**config.mk**
```make
export PLATFORM = sky130hd
export DESIGN_NAME = dcache_ctrl_flat
export DESIGN_NICKNAME = d
export VERILOG_FILES = /design/src/rtl/dcache_pkg.sv /design/src/rtl/dcache_if.sv /design/src/rtl/dcache_tag_store.sv /design/src/rtl/dcache_ctrl.sv /design/src/flat_wrapper.sv
export SDC_FILE = /design/constraint.sdc
export NUM_CORES = 1
export LEC_CHECK = 0
export CAP_MARGIN = 20
export CORE_UTILIZATION = 50
export DETAILED_ROUTE_END_ITERATION = 6
export PLACE_DENSITY_LB_ADDON = 0.1
export SYNTH_ARGS = -nofsm -noshare
export SYNTH_HDL_FRONTEND = slang
export SYNTH_SLANG_ARGS = --single-unit
```
**constraint.sdc**
```tcl
create_clock -name clk -period 9.62 [get_ports clk]
set_clock_uncertainty 0.05 [all_clocks]
set_input_delay 1.924 -clock clk [delete_from_list [all_inputs] [get_ports clk]]
set_output_delay 1.924 -clock clk [all_outputs]
set_load 0.01 [all_outputs]
```
**src/rtl/dcache_pkg.sv**
```systemverilog
// Shared types and default widths for the direct-mapped write-through data-cache controller.
// Pure definitions: no logic, no latency, no flow control.
package dcache_pkg;

    localparam int DEF_ADDR_W   = 10;
    localparam int DEF_INDEX_W  = 5;
    localparam int DEF_OFFSET_W = 2;

    typedef enum logic [1:0] {
        IDLE      = 2'b00,
        WRITE_MEM = 2'b01,
        READ_MEM  = 2'b10,
        FLUSH     = 2'b11
    } state_e;

    // Plain vector encodings of the state enum, used for the state register
    localparam logic [1:0] ST_IDLE      = IDLE;
    localparam logic [1:0] ST_WRITE_MEM = WRITE_MEM;
    localparam logic [1:0] ST_READ_MEM  = READ_MEM;
    localparam logic [1:0] ST_FLUSH     = FLUSH;

endpackage

```
**src/rtl/dcache_if.sv**
```systemverilog
// Core-side request, cache data-array strobes and data-memory handshake of the cache controller.
// Bundle only: no latency; the core holds requests while stall is high, memory completes on mem_ready.
interface dcache_if #(
    parameter int ADDR_W  = dcache_pkg::DEF_ADDR_W,
    parameter int INDEX_W = dcache_pkg::DEF_INDEX_W
) ();
    logic               rd_en;
    logic               wr_en;
    logic [ADDR_W-1:0]  address;
    logic               flush;
    logic               stall;
    logic               hit;
    logic               cache_wr_en;
    logic               fill_en;
    logic [INDEX_W-1:0] cache_index;
    logic               mem_rd_en;
    logic               mem_wr_en;
    logic [ADDR_W-1:0]  mem_addr;
    logic               mem_ready;

    // Core and memory side
    modport master (
        output rd_en, wr_en, address, flush, mem_ready,
        input  stall, hit, cache_wr_en, fill_en, cache_index, mem_rd_en, mem_wr_en, mem_addr
    );

    // Cache controller side
    modport slave (
        input  rd_en, wr_en, address, flush, mem_ready,
        output stall, hit, cache_wr_en, fill_en, cache_index, mem_rd_en, mem_wr_en, mem_addr
    );
endinterface

```
**src/rtl/dcache_tag_store.sv**
```systemverilog
// Tag and valid arrays: one combinational lookup port, one set port, one invalidate port.
// Lookup is zero-latency; writes land on the next rising edge; no backpressure.
module dcache_tag_store #(
    parameter int INDEX_W = 5,
    parameter int TAG_W   = 3
) (
    input  logic               clk,
    input  logic               rst_n,
    input  logic [INDEX_W-1:0] i_rd_idx,
    output logic [TAG_W-1:0]   o_rd_tag,
    output logic               o_rd_vld,
    input  logic               i_set_en,
    input  logic [INDEX_W-1:0] i_set_idx,
    input  logic [TAG_W-1:0]   i_set_tag,
    input  logic               i_inv_en,
    input  logic [INDEX_W-1:0] i_inv_idx
);
    localparam int DEPTH = 2 ** INDEX_W;

    logic [TAG_W-1:0] r_tag [DEPTH];
    logic [DEPTH-1:0] r_vld;

    // Tags need no reset: a line's tag is only looked at while its valid bit is set
    always_ff @(posedge clk) begin
        if (i_set_en) begin
            r_tag[i_set_idx] <= i_set_tag;
        end
    end

    always_ff @(posedge clk or negedge rst_n) begin
        if (!rst_n) begin
            r_vld <= '0;
        end else begin
            if (i_set_en) begin
                r_vld[i_set_idx] <= 1'b1;
            end
            if (i_inv_en) begin
                r_vld[i_inv_idx] <= 1'b0;
            end
        end
    end

    assign o_rd_tag = r_tag[i_rd_idx];
    assign o_rd_vld = r_vld[i_rd_idx];

endmodule

```
**src/rtl/dcache_ctrl.sv**
```systemverilog
// Direct-mapped write-through, no-write-allocate cache controller with read-miss refill and flush.
// Read hit 0 cycles; miss/write stall until mem_ready; flush takes DEPTH cycles; stall is combinational.
module dcache_ctrl
    import dcache_pkg::*;
#(
    parameter int ADDR_W   = DEF_ADDR_W,
    parameter int INDEX_W  = DEF_INDEX_W,
    parameter int OFFSET_W = DEF_OFFSET_W
) (
    input  logic     clk,
    input  logic     reset_n,
    dcache_if.slave  bus
);
    localparam int TAG_W = ADDR_W - INDEX_W - OFFSET_W;
    localparam int DEPTH = 2 ** INDEX_W;

    logic [1:0]         r_state;
    logic [1:0]         w_state_nxt;
    logic [ADDR_W-1:0]  r_req_addr;
    logic [INDEX_W-1:0] r_cnt;
    logic               r_flush_pend;

    logic [INDEX_W-1:0] w_idx;
    logic [TAG_W-1:0]   w_tag;
    logic [INDEX_W-1:0] w_req_idx;
    logic [TAG_W-1:0]   w_req_tag;
    logic [TAG_W-1:0]   w_line_tag;
    logic               w_line_vld;
    logic               w_idle;
    logic               w_flush_go;
    logic               w_hit;
    logic               w_fill;
    logic               w_cnt_last;
    logic               w_unused_ok;

    assign w_idx      = bus.address[OFFSET_W +: INDEX_W];
    assign w_tag      = bus.address[ADDR_W-1 -: TAG_W];
    assign w_req_idx  = r_req_addr[OFFSET_W +: INDEX_W];
    assign w_req_tag  = r_req_addr[ADDR_W-1 -: TAG_W];
    assign w_idle     = (r_state == ST_IDLE);
    assign w_flush_go = bus.flush | r_flush_pend;
    assign w_fill     = (r_state == ST_READ_MEM) & bus.mem_ready;
    assign w_cnt_last = (r_cnt == INDEX_W'(DEPTH - 1));
    assign w_unused_ok = ^bus.address[OFFSET_W-1:0];

    dcache_tag_store #(
        .INDEX_W (INDEX_W),
        .TAG_W   (TAG_W)
    ) u_tag_store (
        .clk       (clk),
        .rst_n     (reset_n),
        .i_rd_idx  (w_idx),
        .o_rd_tag  (w_line_tag),
        .o_rd_vld  (w_line_vld),
        .i_set_en  (w_fill),
        .i_set_idx (w_req_idx),
        .i_set_tag (w_req_tag),
        .i_inv_en  (r_state == ST_FLUSH),
        .i_inv_idx (r_cnt)
    );

    assign w_hit = w_idle & (bus.rd_en | bus.wr_en) & w_line_vld & (w_line_tag == w_tag);

    always_comb begin
        w_state_nxt = r_state;
        case (r_state)
            ST_IDLE: begin
                if (w_flush_go) begin
                    w_state_nxt = ST_FLUSH;
                end else if (bus.wr_en) begin
                    w_state_nxt = ST_WRITE_MEM;
                end else if (bus.rd_en && !w_hit) begin
                    w_state_nxt = ST_READ_MEM;
                end
            end
            ST_WRITE_MEM, ST_READ_MEM: begin
                if (bus.mem_ready) begin
                    w_state_nxt = ST_IDLE;
                end
            end
            ST_FLUSH: begin
                if (w_cnt_last) begin
                    w_state_nxt = ST_IDLE;
                end
            end
            default: w_state_nxt = ST_IDLE;
        endcase
    end

    always_ff @(posedge clk or negedge reset_n) begin
        if (!reset_n) begin
            r_state      <= ST_IDLE;
            r_req_addr   <= '0;
            r_cnt        <= '0;
            r_flush_pend <= 1'b0;
        end else begin
            r_state <= w_state_nxt;
            if (w_idle && !w_flush_go && (bus.wr_en || (bus.rd_en && !w_hit))) begin
                r_req_addr <= bus.address;
            end
            if (w_idle && w_flush_go) begin
                r_cnt <= '0;
            end else if (r_state == ST_FLUSH) begin
                r_cnt <= r_cnt + 1'b1;
            end
            // A flush seen while busy is remembered once and replayed on return to IDLE
            if (w_idle) begin
                if (w_flush_go) begin
                    r_flush_pend <= 1'b0;
                end
            end else if (bus.flush) begin
                r_flush_pend <= 1'b1;
            end
        end
    end

    always_comb begin
        bus.cache_index = '0;
        case (r_state)
            ST_IDLE:     bus.cache_index = w_idx;
            ST_READ_MEM: bus.cache_index = w_req_idx;
            ST_FLUSH:    bus.cache_index = r_cnt;
            default:     bus.cache_index = '0;
        endcase
    end

    assign bus.hit         = w_hit;
    assign bus.stall       = (w_idle & (w_flush_go | bus.wr_en | (bus.rd_en & ~w_hit)))
                           | (((r_state == ST_WRITE_MEM) | (r_state == ST_READ_MEM)) & ~bus.mem_ready)
                           | (r_state == ST_FLUSH);
    assign bus.cache_wr_en = w_idle & ~w_flush_go & bus.wr_en & w_hit;
    assign bus.fill_en     = w_fill;
    assign bus.mem_rd_en   = (r_state == ST_READ_MEM);
    assign bus.mem_wr_en   = (r_state == ST_WRITE_MEM);
    assign bus.mem_addr    = r_req_addr;

endmodule
```
**src/flat_wrapper.sv**
```systemverilog
// flat-port wrapper written by rule: the top's interface ports become plain ports
module dcache_ctrl_flat import dcache_pkg::*;
#(
    parameter int ADDR_W   = DEF_ADDR_W,
    parameter int INDEX_W  = DEF_INDEX_W,
    parameter int OFFSET_W = DEF_OFFSET_W
)
  (clk, reset_n, bus_rd_en, bus_wr_en, bus_address, bus_flush, bus_mem_ready, bus_stall, bus_hit, bus_cache_wr_en, bus_fill_en, bus_cache_index, bus_mem_rd_en, bus_mem_wr_en, bus_mem_addr);
  dcache_if #(.ADDR_W(ADDR_W), .INDEX_W(INDEX_W)) bus_i ();
  input  logic clk;
  input  logic reset_n;
  input wire logic [$bits(bus_i.rd_en)-1:0] bus_rd_en;
  input wire logic [$bits(bus_i.wr_en)-1:0] bus_wr_en;
  input wire logic [$bits(bus_i.address)-1:0] bus_address;
  input wire logic [$bits(bus_i.flush)-1:0] bus_flush;
  input wire logic [$bits(bus_i.mem_ready)-1:0] bus_mem_ready;
  output wire logic [$bits(bus_i.stall)-1:0] bus_stall;
  output wire logic [$bits(bus_i.hit)-1:0] bus_hit;
  output wire logic [$bits(bus_i.cache_wr_en)-1:0] bus_cache_wr_en;
  output wire logic [$bits(bus_i.fill_en)-1:0] bus_fill_en;
  output wire logic [$bits(bus_i.cache_index)-1:0] bus_cache_index;
  output wire logic [$bits(bus_i.mem_rd_en)-1:0] bus_mem_rd_en;
  output wire logic [$bits(bus_i.mem_wr_en)-1:0] bus_mem_wr_en;
  output wire logic [$bits(bus_i.mem_addr)-1:0] bus_mem_addr;
  assign bus_i.rd_en = bus_rd_en;
  assign bus_i.wr_en = bus_wr_en;
  assign bus_i.address = bus_address;
  assign bus_i.flush = bus_flush;
  assign bus_i.mem_ready = bus_mem_ready;
  assign bus_stall = bus_i.stall;
  assign bus_hit = bus_i.hit;
  assign bus_cache_wr_en = bus_i.cache_wr_en;
  assign bus_fill_en = bus_i.fill_en;
  assign bus_cache_index = bus_i.cache_index;
  assign bus_mem_rd_en = bus_i.mem_rd_en;
  assign bus_mem_wr_en = bus_i.mem_wr_en;
  assign bus_mem_addr = bus_i.mem_addr;
  dcache_ctrl #(.ADDR_W(ADDR_W), .INDEX_W(INDEX_W), .OFFSET_W(OFFSET_W)) u_core (.clk(clk), .reset_n(reset_n), .bus(bus_i));
endmodule
```
==> flow_summary.json <==
{
  "status": "complete, no violations",
  "whs_path_depth": 1,
  "tritoncts": "built",
  "dp_hpwl_microns": 10200,
  "worst_slew_pin_slew_ns": 1.03,
  "ff2ff_path_depth": 7,
  "via_per_inst": 5.97,
  "crit_path_end_kind": "output port",
  "die_area_sq_um": 13800,
  "yosys_warnings": 0,
  "synthTopCellsByCount": "96 x edfxtp_1, 86 x nor2_1, 50 x dfrtp_1, 35 x a21oi_1, 24 x mux2i_1",
  "synthTopCellsByArea": "edfxtp_1 43%, dfrtp_1 19%, mux4_2 6.7%, nor2_1 4.8%, mux2i_1 3.6%",
  "clock_path_buffers": 2,
  "core_area_sq_um": 12800,
  "async_reset_ff_frac": 0.342,
  "nets": 541,
  "clockPowerShare": 0.314,
  "start_util": 0.521,
  "h-tree-depth": 4,
  "combPwrFrac": 0.256,
  "firstDrtPassIters": 5,
  "min-delay-start": "u_core.u_tag_store.r_vld[19]",
  "grt_pass1_vias": 4150,
  "max_slew_margin": 0.316,
  "die_y_microns": 118,
  "synthCells": 484,
  "cp.required_ns": 7.65,
  "area_growth_pct": 16.1,
  "syn-mean-instance-area_sq_um": 13.8,
  "cts.sinks": 146,
  "ir_worst_vdd_uv": 212,
  "post_cts_resized": 0,
  "wl_microns": 15800,
  "numPortBuffers": 36,
  "power_per_cell_area_nw_per_um2": 280,
  "drv_slew": 0,
  "hold_buffers": 0,
  "power_frac_seq": 0.431,
  "r2r_end": "u_core.bus.mem_addr[0]",
  "hold_viol": 0,
  "ys_seq_area_frac": 0.619,
  "crit_fanout": 23,
  "synth.most_common_cell": "edfxtp_1",
  "regToRegStartpoint": "u_core.u_tag_store.r_tag[30][0]",
  "postCtsSetupBuffers": 0,
  "yosys_most_used_dff": "edfxtp_1",
  "root_buffer": "clkbuf_16",
  "min_to": "u_core.u_tag_store.r_vld[19]",
  "synth_cell_types": 52,
  "ys_ff_latch": 146,
  "criticalPathCategory": "in -> out",
  "nFillCells": 1024,
  "vias": 4182,
  "p_leak_nw": 2.90,
  "drv_cap": 0,
  "whs_ns": 0.464,
  "p_sw_w": 0.000660,
  "clk_pin_slew_ns": 0.06,
  "synthesis.nets": 510,
  "r2r_slack_ns": 6.83,
  "period_share": 0.783,
  "grt_pass1_wl_microns": 24300,
  "grt_max_degree": 51,
  "antenna_found_initial": 0,
  "drive_gt1_frac": 0.146,
  "insertion_delay_ns": 0.42,
  "ant_nets": 0,
  "syn_area_sq_um": 6680,
  "overflow": 0,
  "synth_enable_flop_cells": 96,
  "finalSetupTns_ns": 0,
  "hp-class": "reg -> reg",
  "drtIter0Drc": 411,
  "cp-start-kind": "primary input",
  "drc": 0,
  "grt_setup_unrepaired": "no",
  "finalSetupViolCount": 0,
  "wire_per_inst_microns": 22.6,
  "worstPathArrival_ns": 5.56,
  "grt_use_total": 0.241,
  "max_clock_freq_mhz": 133,
  "min_period_ns": 7.53,
  "die_w_microns": 118,
  "io_pins": 37,
  "rows": 41,
  "power.internal_w": 0.00151,
  "cts_buffers": 17,
  "gp_congestion": 0.802,
  "yosysTopAreaCellShare": 0.432,
  "yosys.area.top_type": "edfxtp_1",
  "antenna_cells": 0,
  "swShare": 0.304
}
[how the worst max path moves through the flow]
stage | startpoint | end | slack, ns
after floorplan | bus_address[2] | bus_stall | 3.61
after global placement | bus_address[2] | bus_stall | 2.17
after detailed placement | bus_address[4] | bus_cache_wr_en | 2.13
after CTS | bus_address[4] | bus_cache_wr_en | 2.10
after global routing | bus_address[4] | bus_cache_wr_en | 1.94
final | bus_address[4] | bus_stall | 2.09
[cell families (layout without fill, tap and decap cells)]
| family | Yosys count | after routing | share of synthesized area |
|---|---|---|---|
| AO/OA/AOI/OAI | 74 | 74 | 0.0755 |
| XOR/XNOR | 3 | 3 | 0.00393 |
| adder cells (fa/ha/maj) | 10 | 10 | 0.0187 |
| buffers and inverters | 35 | 79 | 0.0264 |
| flip-flops | 146 | 146 | 0.619 |
| multiplexers | 58 | 58 | 0.142 |
| AND/OR/NAND/NOR | 158 | 158 | 0.115 |
[worst max-delay path, cell delays in order]
cell and delay (ns):
clkdlybuf4s50_1 0.78, buf_4 0.43, mux4_1 0.34, a22o_1 0.23
a31oi_1 0.22, a21oi_1 0.15, nor4b_4 0.43, a21oi_2 0.12
a2111o_1 0.43, clkdlybuf4s50_1 0.48
[layout make-up]
cell class                      count  area (sq um)  area share
Sequential cell                   146          4130       0.533
Multi-Input combinational cell    303          2370       0.306
Clock buffer                       19           453      0.0584
Timing Repair Buffer               41           403      0.0519
Tap cell                          172           215      0.0277
Clock inverter                     13           159      0.0205
Inverter                            6          22.5     0.00290
[stage by stage]
stage	power, W	cells	area, sq um	utilization	setup slack (ns)
floorplan	0.00126	484	6680	-	3.61
global placement	0.00147	667	7120	0.555	2.17
detailed placement	0.00149	667	7120	0.555	2.13
CTS	0.00216	699	7730	0.603	2.10
global route	0.00226	700	7760	0.605	1.94
finish	0.00217	700	7760	0.605	2.09
[state kept, by name, summed over array words and instances, names as in the netlist]
signal and flops:
u_core.bus.mem_addr 10, u_core.u_tag_store.r_tag 96, u_core.u_tag_store.r_vld 32, u_core.r_flush_pend 1, u_core.r_cnt 5, u_core.r_state 2
[metal layers]
metal | vias to the layer above | global-route usage | wire, microns
met5 | - | 0 | 0
met1 | 2099 | 0.335 | 6980
met2 | 169 | 0.371 | 7510
met4 | 0 | 0.0865 | 342
li1 | 1887 | - | -
met3 | 27 | 0.0577 | 950
[placed cells by master (no fill, tap or decap), drive strengths merged, types with 4 or more instances in the layout]
master / instances
edfxtp: 96
nor2: 86
dfrtp: 50
a21oi: 37
clkdlybuf4s50: 33
mux2i: 24
mux4: 24
clkbuf: 19
nand2: 16
mux2: 10
ha: 10
buf: 8
a22oi: 7
nor2b: 7
inv: 7
clkinv: 7
nand3b: 6
nand2b: 6
nor3: 6
a31oi: 6
nand3: 5
and3: 5
nor3b: 4
and3b: 4
a22o: 4
[power groups by stage]
stage	logic, W	clock network [W]	registers (W)
5_1_grt	0.000599	0.000709	0.000948
6_report	0.000556	0.000682	0.000936
2_1_floorplan	0.000330	0	0.000926
3_3_place_gp	0.000516	0	0.000955
4_1_cts	0.000527	0.000684	0.000951
3_5_place_dp	0.000523	0	0.000963
No activity file was read; power rests on OpenSTA's default activity.
